`src/rtl/axi4lite_cpuif_pkg.sv`:
```
// Shared types and helpers for the AXI4-Lite to cpuif bridge.
//   axi_resp_e      : AXI response codes driven on BRESP/RRESP
//   bridge_state_e  : bridge request/response sequencer states
//   strb_to_bitstrb : expands byte strobes into a per-bit write enable
package axi4lite_cpuif_pkg;

    localparam int unsigned MAX_DATA_WIDTH = 64;
    localparam int unsigned MAX_STRB_WIDTH = MAX_DATA_WIDTH / 8;

    typedef enum logic [1:0] {
        OKAY   = 2'b00,
        SLVERR = 2'b10
    } axi_resp_e;

    typedef enum logic [1:0] {
        IDLE     = 2'b00,
        WAIT_ACK = 2'b01,
        RESP     = 2'b10
    } bridge_state_e;

    // Each strobe bit enables its whole byte lane; callers truncate to their width.
    function automatic logic [MAX_DATA_WIDTH-1:0] strb_to_bitstrb(
        input logic [MAX_STRB_WIDTH-1:0] strb
    );
        logic [MAX_DATA_WIDTH-1:0] bits;
        bits = '0;
        for (int i = 0; i < int'(MAX_STRB_WIDTH); i++) begin
            bits[8*i +: 8] = {8{strb[i]}};
        end
        return bits;
    endfunction

endpackage

```
`src/rtl/axi4lite_cpuif_bridge_hold_reg.sv`:
```
// One-entry valid/ready holding register for an AXI4-Lite request channel.
//   clk, rst  : clock, asynchronous active-high reset
//   in_valid  : channel VALID from the master
//   in_ready  : channel READY (registered; high whenever the entry is free)
//   in_data   : channel payload
//   free      : consumer takes the available entry this cycle
//   avail_c   : an entry is available (held, or arriving this cycle)
//   data_c    : payload of the available entry
module axi4lite_hold_reg #(
    parameter int unsigned WIDTH = 32
) (
    input  logic             clk,
    input  logic             rst,
    input  logic             in_valid,
    output logic             in_ready,
    input  logic [WIDTH-1:0] in_data,
    input  logic             free,
    output logic             avail_c,
    output logic [WIDTH-1:0] data_c
);

    logic             held_q, held_d;
    logic             ready_q, ready_d;
    logic [WIDTH-1:0] data_q, data_d;
    logic             accept_c;

    assign accept_c = in_valid && ready_q;
    // An arriving beat bypasses the register so it can be granted in its own cycle.
    assign avail_c  = held_q || accept_c;
    assign data_c   = held_q ? data_q : in_data;
    assign in_ready = ready_q;

    // Entry occupancy and payload capture.
    always_comb begin
        held_d = held_q;
        data_d = data_q;
        if (free) begin
            held_d = 1'b0;
        end else if (accept_c) begin
            held_d = 1'b1;
        end
        if (accept_c) begin
            data_d = in_data;
        end
        ready_d = !held_d;
    end

    // READY stays low through reset and rises on the first clock afterwards.
    always_ff @(posedge clk or posedge rst) begin
        if (rst) begin
            held_q  <= 1'b0;
            ready_q <= 1'b0;
            data_q  <= '0;
        end else begin
            held_q  <= held_d;
            ready_q <= ready_d;
            data_q  <= data_d;
        end
    end

endmodule

```
`src/rtl/axi4lite_cpuif_bridge.sv`:
```
// AXI4-Lite slave front-end driving the register block's single-request cpuif bus.
// One cpuif transaction is outstanding at a time; AW, W and AR each have a
// one-entry holding register, and B/R responses are held until accepted.
// Optional: define AXI4LITE_CPUIF_BRIDGE_TIMEOUT_EN to force an SLVERR response
// when no matching ack arrives within TIMEOUT_CYCLES.
//   clk, rst            : clock, asynchronous active-high reset
//   s_axil_aw*/w*/b*    : AXI4-Lite write address, data and response channels
//   s_axil_ar*/r*       : AXI4-Lite read address and data channels
//   cpuif_req*          : one-cycle request with registered address/data/bit strobe
//   cpuif_rd_*/wr_*     : read/write completion, error and read data
module axi4lite_cpuif_bridge
    import axi4lite_cpuif_pkg::*;
#(
    parameter int unsigned ADDR_WIDTH     = 32,
    parameter int unsigned DATA_WIDTH     = 32,
    parameter int unsigned TIMEOUT_CYCLES = 64
) (
    input  logic                    clk,
    input  logic                    rst,
    input  logic                    s_axil_awvalid,
    output logic                    s_axil_awready,
    input  logic [ADDR_WIDTH-1:0]   s_axil_awaddr,
    input  logic                    s_axil_wvalid,
    output logic                    s_axil_wready,
    input  logic [DATA_WIDTH-1:0]   s_axil_wdata,
    input  logic [DATA_WIDTH/8-1:0] s_axil_wstrb,
    output logic                    s_axil_bvalid,
    input  logic                    s_axil_bready,
    output logic [1:0]              s_axil_bresp,
    input  logic                    s_axil_arvalid,
    output logic                    s_axil_arready,
    input  logic [ADDR_WIDTH-1:0]   s_axil_araddr,
    output logic                    s_axil_rvalid,
    input  logic                    s_axil_rready,
    output logic [DATA_WIDTH-1:0]   s_axil_rdata,
    output logic [1:0]              s_axil_rresp,
    output logic                    cpuif_req,
    output logic                    cpuif_req_is_wr,
    output logic [ADDR_WIDTH-1:0]   cpuif_addr,
    output logic [DATA_WIDTH-1:0]   cpuif_wr_data,
    output logic [DATA_WIDTH-1:0]   cpuif_wr_bitstrb,
    input  logic                    cpuif_rd_ack,
    input  logic                    cpuif_rd_err,
    input  logic [DATA_WIDTH-1:0]   cpuif_rd_data,
    input  logic                    cpuif_wr_ack,
    input  logic                    cpuif_wr_err
);

    localparam int unsigned STRB_WIDTH = DATA_WIDTH / 8;
    localparam int unsigned W_WIDTH    = DATA_WIDTH + STRB_WIDTH;
    // Clears the byte-offset bits so cpuif sees word-aligned addresses.
    localparam logic [ADDR_WIDTH-1:0] ADDR_MASK = ~ADDR_WIDTH'(STRB_WIDTH - 1);

    // Holding register interfaces.
    logic                  aw_avail_c, w_avail_c, ar_avail_c;
    logic                  aw_free_c, w_free_c, ar_free_c;
    logic [ADDR_WIDTH-1:0] aw_addr_c, ar_addr_c;
    logic [W_WIDTH-1:0]    w_data_c;

    axi4lite_hold_reg #(.WIDTH(ADDR_WIDTH)) u_aw_hold (
        .clk      (clk),
        .rst      (rst),
        .in_valid (s_axil_awvalid),
        .in_ready (s_axil_awready),
        .in_data  (s_axil_awaddr),
        .free     (aw_free_c),
        .avail_c  (aw_avail_c),
        .data_c   (aw_addr_c)
    );

    axi4lite_hold_reg #(.WIDTH(W_WIDTH)) u_w_hold (
        .clk      (clk),
        .rst      (rst),
        .in_valid (s_axil_wvalid),
        .in_ready (s_axil_wready),
        .in_data  ({s_axil_wstrb, s_axil_wdata}),
        .free     (w_free_c),
        .avail_c  (w_avail_c),
        .data_c   (w_data_c)
    );

    axi4lite_hold_reg #(.WIDTH(ADDR_WIDTH)) u_ar_hold (
        .clk      (clk),
        .rst      (rst),
        .in_valid (s_axil_arvalid),
        .in_ready (s_axil_arready),
        .in_data  (s_axil_araddr),
        .free     (ar_free_c),
        .avail_c  (ar_avail_c),
        .data_c   (ar_addr_c)
    );

    // Sequencer state and registered outputs.
    bridge_state_e         state_q, state_d;
    logic                  last_wr_q, last_wr_d;
    logic                  req_q, req_d;
    logic                  is_wr_q, is_wr_d;
    logic [ADDR_WIDTH-1:0] addr_q, addr_d;
    logic [DATA_WIDTH-1:0] wr_data_q, wr_data_d;
    logic [DATA_WIDTH-1:0] bitstrb_q, bitstrb_d;
    logic                  bvalid_q, bvalid_d;
    axi_resp_e             bresp_q, bresp_d;
    logic                  rvalid_q, rvalid_d;
    axi_resp_e             rresp_q, rresp_d;
    logic [DATA_WIDTH-1:0] rdata_q, rdata_d;

    logic wr_elig_c, rd_elig_c, grant_wr_c, grant_rd_c;
    logic ack_c, err_c, resp_hs_c;

`ifdef AXI4LITE_CPUIF_BRIDGE_TIMEOUT_EN
    localparam int unsigned CNT_W = $clog2(TIMEOUT_CYCLES + 1);
    logic [CNT_W-1:0] cnt_q, cnt_d;
`else
    logic unused_timeout;
    assign unused_timeout = ^TIMEOUT_CYCLES;
`endif

    // Next-state, grant arbitration and response capture.
    always_comb begin
        state_d    = state_q;
        last_wr_d  = last_wr_q;
        req_d      = 1'b0;
        is_wr_d    = is_wr_q;
        addr_d     = addr_q;
        wr_data_d  = wr_data_q;
        bitstrb_d  = bitstrb_q;
        bvalid_d   = bvalid_q;
        bresp_d    = bresp_q;
        rvalid_d   = rvalid_q;
        rresp_d    = rresp_q;
        rdata_d    = rdata_q;
        aw_free_c  = 1'b0;
        w_free_c   = 1'b0;
        ar_free_c  = 1'b0;
        wr_elig_c  = aw_avail_c && w_avail_c;
        rd_elig_c  = ar_avail_c;
        grant_wr_c = 1'b0;
        grant_rd_c = 1'b0;
        ack_c      = is_wr_q ? cpuif_wr_ack : cpuif_rd_ack;
        err_c      = is_wr_q ? cpuif_wr_err : cpuif_rd_err;
        resp_hs_c  = is_wr_q ? s_axil_bready : s_axil_rready;
`ifdef AXI4LITE_CPUIF_BRIDGE_TIMEOUT_EN
        cnt_d      = cnt_q;
`endif

        case (state_q)
            IDLE: begin
                // Write wins a tie unless the previous grant was also a write.
                grant_wr_c = wr_elig_c && !(rd_elig_c && last_wr_q);
                grant_rd_c = rd_elig_c && !grant_wr_c;
                if (grant_wr_c) begin
                    req_d     = 1'b1;
                    is_wr_d   = 1'b1;
                    addr_d    = aw_addr_c & ADDR_MASK;
                    wr_data_d = w_data_c[DATA_WIDTH-1:0];
                    bitstrb_d = DATA_WIDTH'(strb_to_bitstrb(
                                    MAX_STRB_WIDTH'(w_data_c[W_WIDTH-1:DATA_WIDTH])));
                    last_wr_d = 1'b1;
                    aw_free_c = 1'b1;
                    w_free_c  = 1'b1;
                    state_d   = WAIT_ACK;
                end else if (grant_rd_c) begin
                    req_d     = 1'b1;
                    is_wr_d   = 1'b0;
                    addr_d    = ar_addr_c & ADDR_MASK;
                    wr_data_d = '0;
                    bitstrb_d = '0;
                    last_wr_d = 1'b0;
                    ar_free_c = 1'b1;
                    state_d   = WAIT_ACK;
                end
`ifdef AXI4LITE_CPUIF_BRIDGE_TIMEOUT_EN
                cnt_d = '0;
`endif
            end

            WAIT_ACK: begin
                // The ack may land in the request cycle itself.
                if (ack_c) begin
                    state_d = RESP;
                    if (is_wr_q) begin
                        bvalid_d = 1'b1;
                        bresp_d  = err_c ? SLVERR : OKAY;
                    end else begin
                        rvalid_d = 1'b1;
                        rresp_d  = err_c ? SLVERR : OKAY;
                        rdata_d  = cpuif_rd_data;
                    end
                end
`ifdef AXI4LITE_CPUIF_BRIDGE_TIMEOUT_EN
                else if (cnt_q == CNT_W'(TIMEOUT_CYCLES - 1)) begin
                    // No ack in time: answer with an error; a late ack finds us past WAIT_ACK.
                    state_d = RESP;
                    if (is_wr_q) begin
                        bvalid_d = 1'b1;
                        bresp_d  = SLVERR;
                    end else begin
                        rvalid_d = 1'b1;
                        rresp_d  = SLVERR;
                        rdata_d  = '0;
                    end
                end else begin
                    cnt_d = cnt_q + CNT_W'(1);
                end
`endif
            end

            RESP: begin
                if (resp_hs_c) begin
                    bvalid_d = 1'b0;
                    rvalid_d = 1'b0;
                    state_d  = IDLE;
                end
            end

            default: begin
                state_d = IDLE;
            end
        endcase
    end

    // State and output registers; an in-flight transaction is dropped on reset.
    always_ff @(posedge clk or posedge rst) begin
        if (rst) begin
            state_q   <= IDLE;
            last_wr_q <= 1'b0;
            req_q     <= 1'b0;
            is_wr_q   <= 1'b0;
            addr_q    <= '0;
            wr_data_q <= '0;
            bitstrb_q <= '0;
            bvalid_q  <= 1'b0;
            bresp_q   <= OKAY;
            rvalid_q  <= 1'b0;
            rresp_q   <= OKAY;
            rdata_q   <= '0;
        end else begin
            state_q   <= state_d;
            last_wr_q <= last_wr_d;
            req_q     <= req_d;
            is_wr_q   <= is_wr_d;
            addr_q    <= addr_d;
            wr_data_q <= wr_data_d;
            bitstrb_q <= bitstrb_d;
            bvalid_q  <= bvalid_d;
            bresp_q   <= bresp_d;
            rvalid_q  <= rvalid_d;
            rresp_q   <= rresp_d;
            rdata_q   <= rdata_d;
        end
    end

`ifdef AXI4LITE_CPUIF_BRIDGE_TIMEOUT_EN
    // Cycles spent waiting for the current ack.
    always_ff @(posedge clk or posedge rst) begin
        if (rst) begin
            cnt_q <= '0;
        end else begin
            cnt_q <= cnt_d;
        end
    end
`endif

    assign cpuif_req        = req_q;
    assign cpuif_req_is_wr  = is_wr_q;
    assign cpuif_addr       = addr_q;
    assign cpuif_wr_data    = wr_data_q;
    assign cpuif_wr_bitstrb = bitstrb_q;
    assign s_axil_bvalid    = bvalid_q;
    assign s_axil_bresp     = bresp_q;
    assign s_axil_rvalid    = rvalid_q;
    assign s_axil_rresp     = rresp_q;
    assign s_axil_rdata     = rdata_q;

endmodule

```
`config.mk`:
```
export PLATFORM = sky130hd
export DESIGN_NAME = axi4lite_cpuif_bridge
export DESIGN_NICKNAME = d
export VERILOG_FILES = /design/src/rtl/axi4lite_cpuif_pkg.sv /design/src/rtl/axi4lite_cpuif_bridge_hold_reg.sv /design/src/rtl/axi4lite_cpuif_bridge.sv
export SDC_FILE = /design/constraint.sdc
export NUM_CORES = 1
export LEC_CHECK = 0
export BUFFER_PORTS_ARGS = -buffer_cell sky130_fd_sc_hd__buf_2
export CAP_MARGIN = 20
export CORE_MARGIN = 4
export CORE_UTILIZATION = 56
export CTS_CLUSTER_SIZE = 24
export DETAILED_ROUTE_END_ITERATION = 10
export GPL_ROUTABILITY_DRIVEN = 0
export HOLD_SLACK_MARGIN = 0.15
export PLACE_DENSITY = 0.85
export SYNTH_ARGS = -nofsm -noshare
export SYNTH_HDL_FRONTEND = slang
export SYNTH_SLANG_ARGS = --single-unit
```
`constraint.sdc`:
```
create_clock -name clk -period 16.5 [get_ports clk]
set_clock_uncertainty 0.1 [all_clocks]
set_input_delay 3.3 -clock clk [delete_from_list [all_inputs] [get_ports clk]]
set_output_delay 3.3 -clock clk [all_outputs]
set_load 0.01 [all_outputs]
```
==> impl_metrics.json, run 1 <==
{
  "grt_pass1_vias": 6410,
  "antenna_found_initial": 4,
  "cts_resized": 0,
  "wl_per_cell_um": 18.66,
  "cp.arrival_ps": 5550,
  "fin_util_pct": 70.68,
  "start_util_pct": 57.73,
  "die_w_um": 136.4,
  "startpoint_type": "input port",
  "rsz0062_at_grt": "no",
  "wl_met1_mm": 8.210,
  "wl_met2_mm": 10.85,
  "synth-seq-cells": 208,
  "grt_pass1_wl_mm": 32.68,
  "worst_pin_slew_ps": 1037,
  "firstDrtPassIters": 5,
  "insertion_delay_ps": 490,
  "final_net_count": 1026,
  "row_count": 46,
  "seqCellArea_um2": 5209,
  "irDropWorstVdd_mv": 0.1249,
  "synth_top_cell_area_share_pct": 56.35,
  "syn_area_um2": 9236,
  "maxSlewHeadroom_pct": 30.85,
  "synth_edf_count": 0,
  "area_delta_synth_final_pct": 22.43,
  "synth_area_per_cell_um2": 14.34,
  "synth_most_common_cell": "dfrtp_1",
  "clk_pin_slew_ps": 60,
  "cts_max_path_buffers": 3,
  "numCtsBuffers": 22,
  "cts_num_sinks": 208,
  "multi_input_area_um2": 3615,
  "globalRouteTotalUtil_pct": 22.01,
  "grt_max_degree": 133,
  "min_period_over_period_pct": 31.97,
  "dieArea_um2": 18610,
  "critPathKind": "in2reg",
  "postSynthCellCount": 644,
  "totalWireLength_mm": 20.88,
  "dp_hpwl_mm": 14.11,
  "async_reset_ff_share_pct": 100.0,
  "drive_gt1_share_pct": 54.39,
  "synth_cell_types": 21,
  "core_area_um2": 16000,
  "cts_tree": "built",
  "hold_end": "cpuif_wr_data[28]$_DFFE_PP0P_",
  "timing.hold.ws_ps": 384.0,
  "power_density_nw_per_um2": 211.6,
  "setup_violations": 0,
  "htreeDepth": 1,
  "drv_cap": 0,
  "cts_root_buf": "clkbuf_16",
  "vias_per_cell": 5.379,
  "ant_nets": 0,
  "min_path_type": "reg2reg",
  "slew_violations": 0,
  "hold_buffers": 0,
  "required_ps": 16780,
  "grt-ovfl-total": 0,
  "worst-r2r-cell-count": 5,
  "detailroute.via_count": 6019,
  "dr_wl_met3_mm": 1.470,
  "min_from": "cpuif_wr_data[28]$_DFFE_PP0P_",
  "n_fill_cell": 1201,
  "synth_commonest_cells": "208 x dfrtp_1, 161 x mux2_2, 126 x mux2i_1, 36 x o2bb2ai_1, 33 x buf_4",
  "reg2reg_to": "cpuif_addr[13]$_DFFE_PP0P_",
  "die_y_um": 136.4,
  "crit_path_end_kind": "flip-flop",
  "leakage_uw": 0.005615,
  "crit_path_max_fanout": 41,
  "hold_depth": 1,
  "reg2reg_slack_ps": 13120,
  "max_freq_ghz": 0.1896,
  "first_iter_violations": 276,
  "r2r-start": "u_aw_hold.held_q$_DFF_PP0_",
  "synth.area.top_cells": "dfrtp_1 56%, mux2_2 20%, mux2i_1 14%",
  "status": "completed",
  "port_buffers": 273,
  "yosys.area.top_type": "dfrtp_1",
  "pin_count": 282,
  "period_minus_slack_ps": 5274,
  "yosys_warnings": 0,
  "ys_seq_area_share_pct": 56.35,
  "stdcell_area_um2": 11310,
  "postPlaceCellArea_um2": 10540,
  "drcViolationCount": 0,
  "finalSetupTns_ps": 0,
  "top_layer": "met4",
  "synthFlopType": "dfrtp_1",
  "cts_setup_buffers": 0,
  "hold_violations": 0
}
==> sequential cells by signal, summed over array words and instances (netlist names), 2 cells and up <==
register,cells
u_aw_hold.data_q,30
cpuif_wr_data,32
cpuif_addr,30
u_w_hold.data_q,36
s_axil_rdata,32
state_q,2
cpuif_wr_bitstrb,4
u_ar_hold.data_q,30
==> cells by family (layout without fill, tap and decap cells) <==
logic type	after synthesis	count (layout)	synth area share, %
muxes	287	287	33.28
DFF	208	208	56.35
buffers and inverters	72	324	4.687
AOI/OAI and AO/OA	47	47	4.226
and+or+nand+nor	29	29	1.409
other	1	8	0.04060
==> worst max path at each step <==
stage                        startpoint                         end  depth (start not counted)
after global routing      s_axil_wvalid  cpuif_addr[26]$_DFFE_PP0P_                          6
final                     s_axil_wvalid  cpuif_addr[26]$_DFFE_PP0P_                          6
after CTS                 s_axil_wvalid  cpuif_addr[26]$_DFFE_PP0P_                          6
after floorplan                     rst  cpuif_addr[10]$_DFFE_PP0P_                          1
after detailed placement  s_axil_wvalid  cpuif_addr[26]$_DFFE_PP0P_                          6
after global placement    s_axil_wvalid  cpuif_addr[27]$_DFFE_PP0P_                          6
==> worst max-delay path, cell delays in order <==
cell	delay, ps
buf_2	110
a21oi_1	370
o21ai_1	150
nand2_2	650
buf_4	550
mux2_2	390
==> routing by layer <==
| metal | vias to the layer above | global-route usage (%) |
|---|---|---|
| met1 | 3037 | 27.15 |
| met5 | - | 0 |
| met2 | 193 | 39.02 |
| li1 | 2763 | - |
| met3 | 26 | 4.996 |
| met4 | 0 | 5.991 |
==> power breakdown <==
group,switching (µW),internal [µW]
registers,172,759
clock network,198,307
logic,447,509
==> through the flow <==
stage	power (µW)	setup slack (ps)	cells
2_1_floorplan	1626	7419	647
3_3_place_gp	1854	10730	1075
3_5_place_dp	1904	10740	1075
4_1_cts	2415	11270	1115
5_1_grt	2540	11140	1119
6_report	2393	11230	1119
==> final cells by class <==
type | count | share of cell area (%)
inverter | 2 | 0.1328
multi-input combinational | 367 | 31.97
antenna | 4 | 0.08852
tap | 216 | 2.390
timing repair buffer | 282 | 12.68
clock inverter | 11 | 0.9515
sequential | 208 | 46.06
clock buffer | 29 | 5.731
==> cells in the final DEF, fill, tap and decap left out, types with 5 or more instances in the layout <==
cell       count
buf_2        273
dfrtp_1      205
mux2_2       161
mux2i_1      126
o2bb2ai_1     36
clkbuf_16     23
nand2_1       11
buf_4          9
clkinv_2       8
nor2_1         7
nand2b_1       6
clkbuf_8       5
Power figures use the tool's default switching activity.
==> run 2, diff against run 1 <==
--- a/config.mk
+++ b/config.mk
@@ -8,12 +8,12 @@
 export BUFFER_PORTS_ARGS = -buffer_cell sky130_fd_sc_hd__buf_2
 export CAP_MARGIN = 20
 export CORE_MARGIN = 4
-export CORE_UTILIZATION = 56
+export CORE_UTILIZATION = 52
 export CTS_CLUSTER_SIZE = 24
 export DETAILED_ROUTE_END_ITERATION = 10
 export GPL_ROUTABILITY_DRIVEN = 0
 export HOLD_SLACK_MARGIN = 0.15
-export PLACE_DENSITY = 0.85
+export PLACE_DENSITY = 0.8
 export SYNTH_ARGS = -nofsm -noshare
 export SYNTH_HDL_FRONTEND = slang
 export SYNTH_SLANG_ARGS = --single-unit
==> constraint.sdc (replaced) <==
create_clock -name clk -period 5.4 [get_ports clk]
set_clock_uncertainty 0.1 [all_clocks]
set_input_delay 1.08 -clock clk [delete_from_list [all_inputs] [get_ports clk]]
set_output_delay 1.08 -clock clk [all_outputs]
set_load 0.01 [all_outputs]
==> run 2 against run 1 <==
Effect of this change: worst setup slack worse by 8900 ps; largest power group unchanged; critical path depth up 1; sequential power rose to 3.0 times the previous value; total power rose to 3.0 times the previous value; worst hold slack better by 0.86 ps; clock-buffer cell count up 8; combinational power rose to 3.1 times the previous value; cell count up 0.80%.
==> impl_metrics.json, run 2 (synthesis gave the netlist of run 1 again) <==
{
  "power_density_nw_per_um2": 643.2,
  "max_freq_ghz": 0.3248,
  "first_iter_violations": 209,
  "p_switching_uw": 2489,
  "final_common_cell": "buf_2",
  "layout_common_cells": "273 x buf_2, 205 x dfrtp_1, 161 x mux2_2",
  "htreeDepth": 1,
  "die_w_um": 141.3,
  "period_minus_slack_ps": 3079,
  "min_path_type": "reg2reg",
  "intPower_uw": 4786,
  "cts_setup_buffers": 0,
  "final_net_count": 1029,
  "crit_path_max_fanout": 37,
  "worst_pin_slew_ps": 1063,
  "drv_cap": 0,
  "cts_root_buf": "clkbuf_16",
  "r2r-start": "u_w_hold.held_q$_DFF_PP0_",
  "rsz0062_at_grt": "no",
  "vias_per_cell": 5.372,
  "diodes": 0,
  "crit_start": "u_w_hold.held_q$_DFF_PP0_",
  "regMostFlops": "u_w_hold.data_q",
  "crit_path_end": "cpuif_wr_data[2]$_DFFE_PP0P_",
  "required_ps": 5710,
  "status": "completed",
  "startpoint_type": "flip-flop",
  "numCtsBuffers": 23,
  "timing.hold.ws_ps": 384.9,
  "cts_max_path_buffers": 3,
  "wl_per_cell_um": 18.55,
  "drcViolationCount": 0,
  "irDropWorstVdd_mv": 0.3339,
  "pin_count": 282,
  "antenna_found_initial": 1,
  "dieArea_um2": 19960,
  "setup_violations": 0,
  "critPathKind": "reg2reg",
  "cts_resized": 0,
  "clk_pin_slew_ps": 60,
  "leakage_uw": 0.005603,
  "reg2reg_slack_ps": 2320,
  "n_fill_cell": 1335,
  "maxSlewHeadroom_pct": 29.14,
  "row_count": 48,
  "slew_violations": 0,
  "globalRouteTotalUtil_pct": 20.46,
  "dp_hpwl_mm": 13.84,
  "ant_nets": 0,
  "min_period_over_period_pct": 57.02,
  "slowest_stage": "buf_4",
  "reg2reg_to": "cpuif_wr_data[2]$_DFFE_PP0P_",
  "grt-ovfl-total": 0,
  "finalSetupTns_ps": 0,
  "die_y_um": 141.3,
  "port_buffers": 273,
  "hold_violations": 0,
  "grt_pass1_wl_mm": 33.41,
  "grt_pass1_vias": 6408,
  "area_delta_synth_final_pct": 22.45,
  "combPwrFrac_pct": 41.0,
  "start_util_pct": 53.22,
  "firstDrtPassIters": 4,
  "cts_num_sinks": 208,
  "hold_buffers": 0,
  "power_frac_clock_pct": 20.9,
  "worst-r2r-cell-count": 7,
  "drive_gt1_share_pct": 53.71,
  "largest_register_ffs": 36,
  "crit_path_end_kind": "flip-flop",
  "detailroute.via_count": 6060,
  "worst_path_largest_cell_delay_ps": 530,
  "seqPwrFrac_pct": 38.1,
  "path_cells": "buf_4 -> a21oi_1 -> o21ai_1 -> nand2_2 -> buf_4 -> buf_4 -> o2bb2ai_1",
  "critPathMostFrequentCell": "buf_4",
  "p_sw_share_pct": 34.21,
  "grt_max_degree": 195,
  "cts_tree": "built",
  "cp.arrival_ps": 3390,
  "core_area_um2": 17360,
  "insertion_delay_ps": 500,
  "totalWireLength_mm": 20.93
}
## run 2: changes by cell type in the layout (fill, tap and decap cells not counted)
cell / change
buf_4: +1
inv_8: -1
bufinv_16: -1
clkbuf_1: +8
clkinv_2: -5
buf_12: +1
inv_6: +1
diode_2: -4
## run 2: worst min-delay path by stage
| stage | start | to | slack, ps | depth (start not counted) |
|---|---|---|---|---|
| final | cpuif_wr_data[9]$_DFFE_PP0P_ | cpuif_wr_data[9]$_DFFE_PP0P_ | 380 | 1 |
| after global placement | cpuif_wr_data[6]$_DFFE_PP0P_ | cpuif_wr_data[6]$_DFFE_PP0P_ | 370 | 1 |
| after CTS | cpuif_wr_data[6]$_DFFE_PP0P_ | cpuif_wr_data[6]$_DFFE_PP0P_ | 390 | 1 |
| after floorplan | u_ar_hold.data_q[10]$_DFFE_PP0P_ | u_ar_hold.data_q[10]$_DFFE_PP0P_ | 380 | 1 |
| after global routing | cpuif_wr_data[6]$_DFFE_PP0P_ | cpuif_wr_data[6]$_DFFE_PP0P_ | 400 | 1 |
| after detailed placement | cpuif_wr_data[6]$_DFFE_PP0P_ | cpuif_wr_data[6]$_DFFE_PP0P_ | 370 | 1 |
## run 2: area by class of cell
| type | instances | area (µm²) | share of cell area (%) |
|---|---|---|---|
| tap | 225 | 281.5 | 2.489 |
| clock buffer | 37 | 678.2 | 5.996 |
| multi-input combinational | 367 | 3615 | 31.96 |
| inverter | 2 | 11.26 | 0.09957 |
| sequential | 208 | 5209 | 46.06 |
| clock inverter | 5 | 53.80 | 0.4757 |
| timing repair buffer | 284 | 1461 | 12.92 |
## run 2: power by group through the flow
| stage | logic (µW) | registers [µW] | clock network (µW) |
|---|---|---|---|
| 5_1_grt | 3260 | 2870 | 1610 |
| 2_1_floorplan | 2140 | 2830 | 0 |
| 4_1_cts | 3030 | 2770 | 1550 |
| 3_5_place_dp | 3020 | 2790 | 0 |
| 6_report | 2980 | 2770 | 1520 |
| 3_3_place_gp | 2940 | 2750 | 0 |
## run 2: worst max-delay path, delay by kind of cell, from the launching register on
| kind | cells | cell delay, ps |
|---|---|---|
| compound gates | 3 | 810 |
| buf+inv | 3 | 1170 |
| flops | 1 | 380 |
| simple gates | 1 | 480 |
## run 2: metrics by stage
stage	cells	worst slack (ps)	instance area [µm²]	util [%]	power, µW
CTS	1128	2248	11310	65.16	7361
finish	1128	2321	11310	65.16	7275
global route	1128	2117	11310	65.16	7744
global placement	1086	1961	10580	60.94	5694
floorplan	647	1520	9251	-	4969
detailed placement	1086	1880	10580	60.94	5813
## run 2: routing by layer
layer / wire length (µm) / track usage [%]
met1: 8463 / 26.28
met2: 10350 / 34.59
met3: 1479 / 4.550
met4: 618 / 6.782
met5: 13 / 0
==> run 3, diff against run 2 <==
--- a/config.mk
+++ b/config.mk
@@ -8,12 +8,12 @@
 export BUFFER_PORTS_ARGS = -buffer_cell sky130_fd_sc_hd__buf_2
 export CAP_MARGIN = 20
 export CORE_MARGIN = 4
-export CORE_UTILIZATION = 52
+export CORE_UTILIZATION = 47
 export CTS_CLUSTER_SIZE = 24
 export DETAILED_ROUTE_END_ITERATION = 10
 export GPL_ROUTABILITY_DRIVEN = 0
 export HOLD_SLACK_MARGIN = 0.15
-export PLACE_DENSITY = 0.8
+export PLACE_DENSITY = 0.76
 export SYNTH_ARGS = -nofsm -noshare
 export SYNTH_HDL_FRONTEND = slang
 export SYNTH_SLANG_ARGS = --single-unit
==> constraint.sdc (replaced) <==
create_clock -name clk -period 2.5 [get_ports clk]
set_clock_uncertainty 0.1 [all_clocks]
set_input_delay 0.5 -clock clk [delete_from_list [all_inputs] [get_ports clk]]
set_output_delay 0.5 -clock clk [all_outputs]
set_load 0.01 [all_outputs]
==> run 3 against run 2 <==
Effect of this change: die area up 10%; core utilization is 0.80 points lower; sequential power grew 110%; non-clock buffer count up 111; worst setup slack got worse by 1800 ps; wire length grew 8.4%; global-route usage down 0.38 points; highest routed layer is now met4.
==> impl_metrics.json, run 3 (synthesis gave the netlist of run 1 again) <==
{
  "cts_max_path_buffers": 3,
  "drive_gt1_share_pct": 48.47,
  "cts_num_sinks": 208,
  "cts_tree": "built",
  "path_cells": "a21o_1 -> a211oi_4 -> buf_4 -> mux2i_1 -> mux2_2",
  "grt_pass1_wl_mm": 36.09,
  "power_density_nw_per_um2": 1281,
  "grt-ovfl-total": 0,
  "drv_cap": 0,
  "dp_hpwl_mm": 13.99,
  "rsz0062_at_grt": "no",
  "clk_pin_slew_ps": 60,
  "period_minus_slack_ps": 2004,
  "area_delta_synth_final_pct": 35.17,
  "power_frac_clock_pct": 20.4,
  "wl_per_cell_um": 17.73,
  "postPlaceCellArea_um2": 10700,
  "slowest_stage": "dfrtp_2",
  "core_area_um2": 19400,
  "slew_violations": 0,
  "status": "completed",
  "cp.arrival_ps": 2280,
  "antenna_found_initial": 1,
  "timing.final.ws_setup_ps": 495.8,
  "crit_path_end_kind": "flip-flop",
  "finalSetupTns_ps": 0,
  "irDropWorstVdd_mv": 0.7974,
  "start_util_pct": 47.61,
  "hold_violations": 0,
  "die_w_um": 148.2,
  "cts_setup_buffers": 0,
  "ant_nets": 0,
  "startpoint_type": "flip-flop",
  "worst_path_largest_cell_delay_ps": 470,
  "htreeDepth": 1,
  "first_iter_violations": 204,
  "regMostFlops": "u_w_hold.data_q",
  "leakage_uw": 0.006082,
  "numCtsBuffers": 23,
  "setup_violations": 0,
  "cts_resized": 0,
  "min_period_over_period_pct": 80.17,
  "largest_register_ffs": 36,
  "crit_family": "compound AO/OA/AOI/OAI gates",
  "pre_cts_slack_ps": 342.4,
  "final_net_count": 1140,
  "required_ps": 2770,
  "dieArea_um2": 21960,
  "grt_pass1_vias": 6932,
  "layout_common_cells": "273 x buf_2, 205 x dfrtp_1, 161 x mux2_2",
  "pin_count": 282,
  "drcViolationCount": 0,
  "seqPwrFrac_pct": 36.9,
  "crit_path_max_fanout": 19,
  "globalRouteTotalUtil_pct": 20.08,
  "combPwrFrac_pct": 42.6,
  "p_switching_uw": 5463,
  "maxSlewHeadroom_pct": 56.11,
  "insertion_delay_ps": 490,
  "die_y_um": 148.2,
  "intPower_uw": 10530,
  "port_buffers": 273,
  "final_common_cell": "buf_2",
  "cts_root_buf": "clkbuf_16",
  "firstDrtPassIters": 4,
  "max_freq_ghz": 0.4989,
  "cp_num_buf_inv": 1,
  "detailroute.via_count": 6494,
  "grt_max_degree": 95,
  "totalWireLength_mm": 22.68,
  "row_count": 51,
  "min_path_type": "in2reg",
  "p_sw_share_pct": 34.16,
  "hold_buffers": 104,
  "worst_pin_slew_ps": 658.4,
  "stdcell_area_um2": 12480,
  "vias_per_cell": 5.077,
  "critPathKind": "reg2reg"
}
-- run 3: power groups by stage --
stage	Sequential, µW	Combinational (µW)	Clock [µW]
after floorplan	6120	4610	0
after global placement	5830	6590	0
after detailed placement	5910	6740	0
after CTS	5880	6890	3350
after global routing	6100	7410	3500
final	5900	6820	3270
-- run 3: path summary, 6_finish.rpt --
check / startpoint / to / slack [ps] / depth (start not counted)
setup / recovery: u_ar_hold.held_q$_DFF_PP0_ / cpuif_addr[16]$_DFFE_PP0P_ / 500 / 5
setup reg to reg: u_ar_hold.held_q$_DFF_PP0_ / cpuif_addr[16]$_DFFE_PP0P_ / 500 / 5
hold reg to reg: cpuif_wr_data[23]$_DFFE_PP0P_ / cpuif_wr_data[23]$_DFFE_PP0P_ / 380 / 1
max in group asynchronous: rst / cpuif_addr[12]$_DFFE_PP0P_ / 1080 / 4
min in group asynchronous: rst / u_w_hold.data_q[27]$_DFFE_PP0P_ / 610 / 4
hold / removal: s_axil_awaddr[21] / u_aw_hold.data_q[21]$_DFFE_PP0P_ / 170 / 2
-- run 3: metrics by stage --
step	hold slack (ps)	total power, µW	utilization (%)	std cells
finish	167.2	16000	64.36	1279
global route	154.0	17000	64.36	1279
floorplan	379.2	10730	-	647
detailed placement	369.0	12650	55.15	1132
CTS	150.4	16120	64.29	1277
global placement	367.0	12420	55.15	1132
-- run 3: cell type report --
cell class              count  area, µm²
flip-flops and latches    208       5209
fillers                  1491       6914
inverters                   2      11.26
well taps                 265      331.6
clock inverters             4      45.04
clock buffers              37      688.2
repair buffers            395       2582
multi-input cells         367       3615
diodes                      1      2.502
-- run 3: metal layers --
layer / track usage [%] / vias to the layer above / wire, µm
li1: - / 2991 / -
met1: 25.06 / 3282 / 9221
met2: 35.62 / 179 / 11650
met3: 4.083 / 42 / 1237
met4: 5.543 / 0 / 573
met5: 0 / - / 0
